$ cat src/rtl/uart_rx_core.sv
// 8N1 UART receiver: two-flop input synchronizer, one bit-period counter,
// mid-bit sampling, held output byte with valid/overrun handshake.
//
// state  | meaning
// IDLE   | line idle, waiting for rx_s to fall
// START  | timing to mid start bit to confirm it is not a glitch
// DATA   | sampling 8 data bits, LSB first, one per bit period
// STOP   | sampling the stop bit; high delivers the byte, low is a framing error
// BREAK  | stop bit was low; wait for the line to return high before re-arming
module uart_rx_core #(
  parameter int clk_rate  = 50000000,
  parameter int baud_rate = 9600
) (
  input  logic       clk,
  input  logic       rst,
  input  logic       rx_in,
  input  logic       rx_ack,
  output logic [7:0] rx_data,
  output logic       rx_valid,
  output logic       overrun,
  output logic       frame_err,
  output logic       rx_busy
);

  localparam int P  = clk_rate / baud_rate;
  localparam int CW = (P > 1) ? $clog2(P) : 1;

  localparam logic [CW-1:0] CNT_FULL = CW'(P - 1);
  localparam logic [CW-1:0] CNT_HALF = CW'(P / 2 - 1);

  localparam logic [2:0] ST_IDLE  = 3'd0;
  localparam logic [2:0] ST_START = 3'd1;
  localparam logic [2:0] ST_DATA  = 3'd2;
  localparam logic [2:0] ST_STOP  = 3'd3;
  localparam logic [2:0] ST_BREAK = 3'd4;

  logic          rx_meta;
  logic          rx_s;
  logic [2:0]    state;
  logic [CW-1:0] cnt;
  logic [2:0]    bit_idx;
  logic [7:0]    shift_reg;
  logic          stop_sample;
  logic          good_frame;
  logic          bad_frame;
  logic          ack_taken;

  // Both flops reset high so a reset never looks like a start edge.
  always_ff @(posedge clk or negedge rst) begin
    if (!rst) begin
      rx_meta <= 1'b1;
      rx_s    <= 1'b1;
    end else begin
      rx_meta <= rx_in;
      rx_s    <= rx_meta;
    end
  end

  assign stop_sample = (state == ST_STOP) && (cnt == CNT_FULL);
  assign good_frame  = stop_sample && rx_s;
  assign bad_frame   = stop_sample && !rx_s;
  assign ack_taken   = rx_ack && rx_valid;

  always_ff @(posedge clk or negedge rst) begin
    if (!rst) begin
      state     <= ST_IDLE;
      cnt       <= '0;
      bit_idx   <= 3'd0;
      shift_reg <= 8'h00;
    end else begin
      case (state)
        ST_IDLE: begin
          cnt <= '0;
          if (!rx_s) state <= ST_START;
        end
        ST_START: begin
          if (cnt == CNT_HALF) begin
            cnt     <= '0;
            bit_idx <= 3'd0;
            state   <= rx_s ? ST_IDLE : ST_DATA;
          end else begin
            cnt <= cnt + 1'b1;
          end
        end
        ST_DATA: begin
          if (cnt == CNT_FULL) begin
            cnt       <= '0;
            shift_reg <= {rx_s, shift_reg[7:1]};
            bit_idx   <= bit_idx + 3'd1;
            if (bit_idx == 3'd7) state <= ST_STOP;
          end else begin
            cnt <= cnt + 1'b1;
          end
        end
        ST_STOP: begin
          if (cnt == CNT_FULL) begin
            cnt   <= '0;
            // Returning to IDLE mid-stop-bit leaves half a bit of slack for
            // the next start edge.
            state <= rx_s ? ST_IDLE : ST_BREAK;
          end else begin
            cnt <= cnt + 1'b1;
          end
        end
        ST_BREAK: begin
          cnt <= '0;
          if (rx_s) state <= ST_IDLE;
        end
        default: begin
          cnt   <= '0;
          state <= ST_IDLE;
        end
      endcase
    end
  end

  // A byte landing together with an acknowledge replaces the old one cleanly.
  always_ff @(posedge clk or negedge rst) begin
    if (!rst) begin
      rx_data   <= 8'h00;
      rx_valid  <= 1'b0;
      overrun   <= 1'b0;
      frame_err <= 1'b0;
    end else begin
      frame_err <= bad_frame;
      if (good_frame) begin
        rx_data  <= shift_reg;
        rx_valid <= 1'b1;
        if (ack_taken)     overrun <= 1'b0;
        else if (rx_valid) overrun <= 1'b1;
      end else if (ack_taken) begin
        rx_valid <= 1'b0;
        overrun  <= 1'b0;
      end
    end
  end

  assign rx_busy = (state != ST_IDLE);

endmodule

$ cat config.mk
export PLATFORM = sky130hd
export DESIGN_NAME = uart_rx_core
export DESIGN_NICKNAME = d
export VERILOG_FILES = /design/src/rtl/uart_rx_core.sv
export SDC_FILE = /design/constraint.sdc
export NUM_CORES = 1
export LEC_CHECK = 0
export CAP_MARGIN = 20
export CORE_MARGIN = 2
export CORE_UTILIZATION = 30
export CTS_BUF_LIST = sky130_fd_sc_hd__clkbuf_4
export DETAILED_ROUTE_END_ITERATION = 10
export PLACE_DENSITY = 0.46
export SLEW_MARGIN = 30
export SYNTH_ARGS = -nofsm -noshare
export SYNTH_HDL_FRONTEND = slang
export SYNTH_SLANG_ARGS = --single-unit
$ cat constraint.sdc
create_clock -name clk -period 2.8 [get_ports clk]
set_input_delay 0.56 -clock clk [delete_from_list [all_inputs] [get_ports clk]]
set_output_delay 0.56 -clock clk [all_outputs]
set_load 0.01 [all_outputs]
==> flow_summary.toml, run 1 <==
[run_status]
run_status = "finished, final reports clean"

[routing]
detail_route.first_pass.iterations = 4
drcViolationCount = 0
drt-initial-drc-count = 42
routed_via_density = 4.66
route.detailed.wl_per_inst_um = 12.6
detail-route-antenna-nets = 0
wirelength_um = 3020
route.vias.total = 1119

[critical_path]
timing.setup.critical_path_class = "flop to flop"
path_max_fanout = 10
worst_reg2reg_path_startpoint = "cnt[3]"
worstPathRequired_ns = 3.04
timing.critical_path.arrival_ns = 2.72
timing.critical_path.from_type = "flop"
reg2reg_end = "rx_data[7]"
internal_reg_to_reg_setup_slack_ns = 0.32
end_kind = "flop"
worst-r2r-cell-count = 4

[finish]
drive_above_1_share_pct = 21.2
insertedDiodeCount = 0
max_reg_flops = 13
layout.nets = 171
area_growth_pct = 16.9
fillerInstances = 584

[pwr]
power_per_cell_area_nw_per_um2 = 462
power.switching_fraction_pct = 21.2
p_comb_share_pct = 1.6
power.internal_mw = 0.770
vdd.ir_drop.worst_mv = 0.187
switching_power_mw = 0.207
total_power_mw = 0.977
p_leak_nw = 0.978
clock_power_share_pct = 38.9
seq_power_share_pct = 59.5

[synthesis]
synth-seq-cells = 40
asyncSetResetFlopFracSynth_pct = 100
post_synth_edffs = 0
synth.cells.most_frequent = "38 x dfrtp_1, 16 x nor2_1, 10 x xor2_1"
seq_area_frac_synth_pct = 55.4
synth_cells = 144
yosysMostFrequentCell = "dfrtp_1"
yosys_warnings = 0
syn-num-nets = 151
synth.avg_cell_area_um2 = 12.6
synth_area_leader_cell = "dfrtp_1"
mappedNetlistArea_um2 = 1810
proportion_of_netlist_area_held_by_the_largest_area_contributor_pct = 52.5
synth-main-ff-cell = "dfrtp_1"
synthDistinctLibCells = 41
synthTopCellsByArea = "dfrtp_1 52%, mux2_4 6.6%, mux2_2 5.0%, xor2_1 4.8%, nor2_1 3.3%"

[cts]
cts_root_buffer = "clkbuf_4"
clkSlewWorstSetupHoldPaths_ns = 0.13
clkLatencyLatePin_ns = 0.34
post_cts_setup_driven_buffer_insertion_count = 0
ctsHtreeMaxLevel = 2
buffers_from_clock_root_to_sink_at_most = 2
post_cts.resized_instances = 0
number_of_buffers_added_to_fix_hold_violations_after_cts = 0
cts-buffers-inserted = 5
clock_sinks = 40
cts_tree = "built"

[sta]
worst_setup_skew_after_layout_ns = 0.0185
finalCritPeriodShare_pct = 88.7
timing.final.crit_period_ns = 2.48
grt_setup_unrepaired = "no"
final.setup.tns_ns = 0
tightest_pin_transition_ns = 0.545
max_slew_headroom_pct = 63.7
final-setup-viol-count = 0
max_freq_mhz = 403
timing_hold_violations_final = 0
drv_slew = 0

[grt]
number_of_antenna_violations_at_the_first_check_in_global_routing = 0
first_global_vias = 1110
maximum_number_of_pins_on_one_net_before_global_route_repair = 41
globalRouteOverflowTotal = 0
groute.usage.overall_pct = 10.3
wire_length_of_the_first_global_routing_pass_um = 5220

[floorplanning]
die_w_um = 81.7
pin_count = 16
placeableCoreArea_um2 = 5890
initial_core_util_pct = 30.8
num_rows = 28
dieArea_um2 = 6680
die_h_um = 81.7

[placement]
post-dp-hpwl_um = 2120
finalWeightedCongestion = 0.800
io_buffers = 15

[flow_run]
max_cap_viol_count = 0

[hold_path]
hold_path_class = "primary input to asynchronous set/reset pin"
## layout by cell type (no fill, tap or decap), types with 3 or more instances in the layout
master	Yosys	layout
ha_1	3	3
mux2_2	8	8
buf_4	0	3
inv_1	4	4
mux2_4	8	8
nand2_1	6	6
xor2_1	10	10
nand3_1	3	3
nand4_1	4	4
a21oi_1	3	3
nor2_1	16	16
dfrtp_1	38	38
clkbuf_4	0	5
o21ai_0	4	4
clkdlybuf4s50_1	0	14
## per-stage QoR
step	cell area [µm²]	setup slack, ns	std cells	util, %	hold slack [ns]
floorplan	1810	0.521	144	-	0.264
global placement	2030	0.334	232	34.6	0.345
detailed placement	2030	0.310	232	34.6	0.349
CTS	2110	0.304	240	35.9	0.347
global route	2120	0.240	240	36.0	0.180
finish	2120	0.317	240	36.0	0.165
## worst max-delay path: stages, from the launching register on
cell     delay (ns)
dfrtp_1        0.48
or4b_4         0.57
or3_4          0.35
or3_1          0.60
mux2_4         0.38
## routing by layer
| layer | up-vias | GRT usage (%) | wire length, µm |
|---|---|---|---|
| li1 | 548 | - | - |
| met1 | 552 | 12.9 | 1460 |
| met2 | 17 | 17.3 | 1440 |
| met3 | 2 | 2.97 | 98 |
| met4 | 0 | 3.00 | 19 |
| met5 | - | 0 | 0 |
## logic make-up (layout without fill, tap and decap cells)
group | Yosys count | after routing | synth area share, %
adders and majority gates | 3 | 3 | 2.07
AOI/OAI and AO/OA | 14 | 14 | 5.18
and+or+nand+nor | 52 | 52 | 17.9
buffers and inverters | 8 | 29 | 2.55
DFF | 40 | 40 | 55.4
muxes | 16 | 16 | 11.6
xor gates and xnor gates | 11 | 11 | 5.32
## power groups by stage
stage / sequential (mW) / clock, mW / combinational (mW)
2_1_floorplan: 0.592 / 0 / 0.00100
3_3_place_gp: 0.592 / 0 / 0.0161
3_5_place_dp: 0.592 / 0 / 0.0168
4_1_cts: 0.581 / 0.399 / 0.0168
5_1_grt: 0.581 / 0.420 / 0.0187
6_report: 0.581 / 0.380 / 0.0158
## cell type report
cell class	count	area [µm²]	share of cell area [%]
multi-input cells	96	762	36.0
well taps	75	93.8	4.43
clock inverters	3	42.5	2.01
repair buffers	17	163	7.68
clock buffers	5	37.5	1.77
inverters	4	15.0	0.709
flip-flops and latches	40	1000	47.4
## how the worst max path moves through the flow
stage | startpoint | to | cells after the start
after global routing | cnt[3] | rx_data[7] | 4
after floorplan | cnt[3] | rx_data[0] | 6
after detailed placement | cnt[3] | rx_data[7] | 4
final | cnt[3] | rx_data[7] | 4
after global placement | cnt[3] | rx_data[7] | 4
after CTS | cnt[3] | rx_data[7] | 4
(Power assumes the default switching activity.)
==> run 2, diff against run 1 <==
--- a/config.mk
+++ b/config.mk
@@ -6,6 +6,7 @@
 export NUM_CORES = 1
 export LEC_CHECK = 0
 export CAP_MARGIN = 20
+export CORE_ASPECT_RATIO = 0.6
 export CORE_MARGIN = 2
 export CORE_UTILIZATION = 30
 export CTS_BUF_LIST = sky130_fd_sc_hd__clkbuf_4
==> run 2 against run 1 <==
Against the previous run: register-to-register slack about the same; via count grew 0.71%; combinational power barely moved; utilization grew 1.3 points; clock power grew 4%; final area is 0.47% higher; wire length increased by 12%; die area rose by 0.31%; first-iteration DRC count increased by 12%; largest cell class unchanged; largest power group unchanged.
==> flow_summary.toml, run 2 (synthesis gave the netlist of run 1 again) <==
[critical_path]
worst-r2r-cell-count = 4
worst_reg2reg_path_startpoint = "cnt[3]"
timing.critical_path.arrival_ns = 2.75
worstPathRequired_ns = 3.06
path_max_fanout = 10
timing.critical_path.from_type = "flop"
internal_reg_to_reg_setup_slack_ns = 0.30
timing.setup.critical_path_class = "flop to flop"
reg2reg_end = "rx_data[7]"
end_kind = "flop"

[grt]
wire_length_of_the_first_global_routing_pass_um = 5840
grtUsageMet1_pct = 16.3
grtUsageMet3_pct = 3.06
first_global_vias = 1152
globalRouteOverflowTotal = 0
globalRouteMet2Util_pct = 15.4
maximum_number_of_pins_on_one_net_before_global_route_repair = 41
number_of_antenna_violations_at_the_first_check_in_global_routing = 0
groute.usage.overall_pct = 11.3
layer_with_the_highest_usage_after_global_routing = "met1"

[routing]
detail_route.first_pass.iterations = 4
routed_via_density = 4.60
drcViolationCount = 0
wirelength_um = 3390
detail-route-antenna-nets = 0
drt-initial-drc-count = 47
route.detailed.wl_per_inst_um = 13.8
route.vias.total = 1127

[cts]
post_cts_setup_driven_buffer_insertion_count = 0
clock_sinks = 40
cts-buffers-inserted = 5
ctsHtreeMaxLevel = 2
number_of_buffers_added_to_fix_hold_violations_after_cts = 0
clkSlewWorstSetupHoldPaths_ns = 0.13
cts_root_buffer = "clkbuf_4"
clkLatencyLatePin_ns = 0.36
cts_tree = "built"
buffers_from_clock_root_to_sink_at_most = 2
post_cts.resized_instances = 0

[sta]
timing_hold_violations_final = 0
max_freq_mhz = 401
worst_setup_skew_after_layout_ns = 0.0133
tightest_pin_transition_ns = 0.553
finalCritPeriodShare_pct = 89.2
grt_setup_unrepaired = "no"
timing.final.crit_period_ns = 2.50
final.setup.tns_ns = 0
fin_hold_ws_ns = 0.146
drv_slew = 0
max_slew_headroom_pct = 63.2
final-setup-viol-count = 0

[pwr]
total_power_mw = 0.994
vdd.ir_drop.worst_mv = 0.159
p_leak_nw = 0.978
power_per_cell_area_nw_per_um2 = 467

[placement]
post-dp-hpwl_um = 2340
io_buffers = 15
finalWeightedCongestion = 0.865

[floorplanning]
num_rows = 21
die_w_um = 104
placeableCoreArea_um2 = 5700
dieArea_um2 = 6700
initial_core_util_pct = 31.8
die_h_um = 64.2
pin_count = 16

[finish]
insertedDiodeCount = 0
area_growth_pct = 17.4
max_reg_flops = 13
layout_common_cells = "38 x dfrtp_1, 16 x nor2_1, 14 x clkdlybuf4s50_1, 10 x xor2_1"
drive_above_1_share_pct = 21.2
final_common_cell = "dfrtp_1"
layout.nets = 171

[run_status]
run_status = "finished, final reports clean"

[flow_run]
max_cap_viol_count = 0

[hold_path]
hold_path_class = "primary input to asynchronous set/reset pin"
run 2: cell count changes in the layout (fill, tap and decap cells not counted), sizes merged:
cell    before  now
clkinv       1    0
inv          4    5
run 2: worst max path at each step:
| stage | start | to | slack (ns) | cells past startpoint |
|---|---|---|---|---|
| 5_1_grt | cnt[3] | rx_data[7] | 0.23 | 4 |
| 3_5_place_dp | cnt[3] | rx_data[4] | 0.31 | 4 |
| 4_1_cts | cnt[3] | rx_data[6] | 0.30 | 4 |
| 6_report | cnt[3] | rx_data[7] | 0.30 | 4 |
| 3_3_place_gp | cnt[3] | rx_data[4] | 0.34 | 4 |
| 2_1_floorplan | cnt[3] | rx_data[0] | 0.52 | 6 |
run 2: where the power goes:
part	total (mW)	switching [mW]	leakage, nW	internal, mW
combinational	0.0160	0.0123	0.399	0.00375
sequential	0.581	0.000949	0.537	0.580
clock	0.397	0.206	0.0418	0.191
run 2: worst max-delay path, stage by stage (launching register included):
cell,delay (ns)
dfrtp_1,0.48
or4b_4,0.58
or3_4,0.36
or3_1,0.61
mux2_4,0.38
run 2: metrics by stage:
stage	instance area, µm²	util [%]	std cells	setup WS [ns]
after floorplan	1810	-	144	0.521
after global placement	2040	35.8	237	0.341
after detailed placement	2040	35.8	237	0.305
after CTS	2120	37.3	245	0.300
after global routing	2130	37.3	245	0.233
final	2130	37.3	245	0.304
run 2: area by class of cell:
cell class                      instances  area (µm²)
Tap cell                               80         100
Inverter                                4        15.0
Multi-Input combinational cell         96         762
Clock inverter                          3        46.3
Sequential cell                        40        1000
Fill cell                             557        3570
Timing Repair Buffer                   17         163
Clock buffer                            5        37.5
run 2: metal layers:
layer / vias up / wire, µm
met5: - / 0
met4: 0 / 69
met3: 8 / 109
met2: 17 / 1340
met1: 549 / 1870
li1: 553 / -
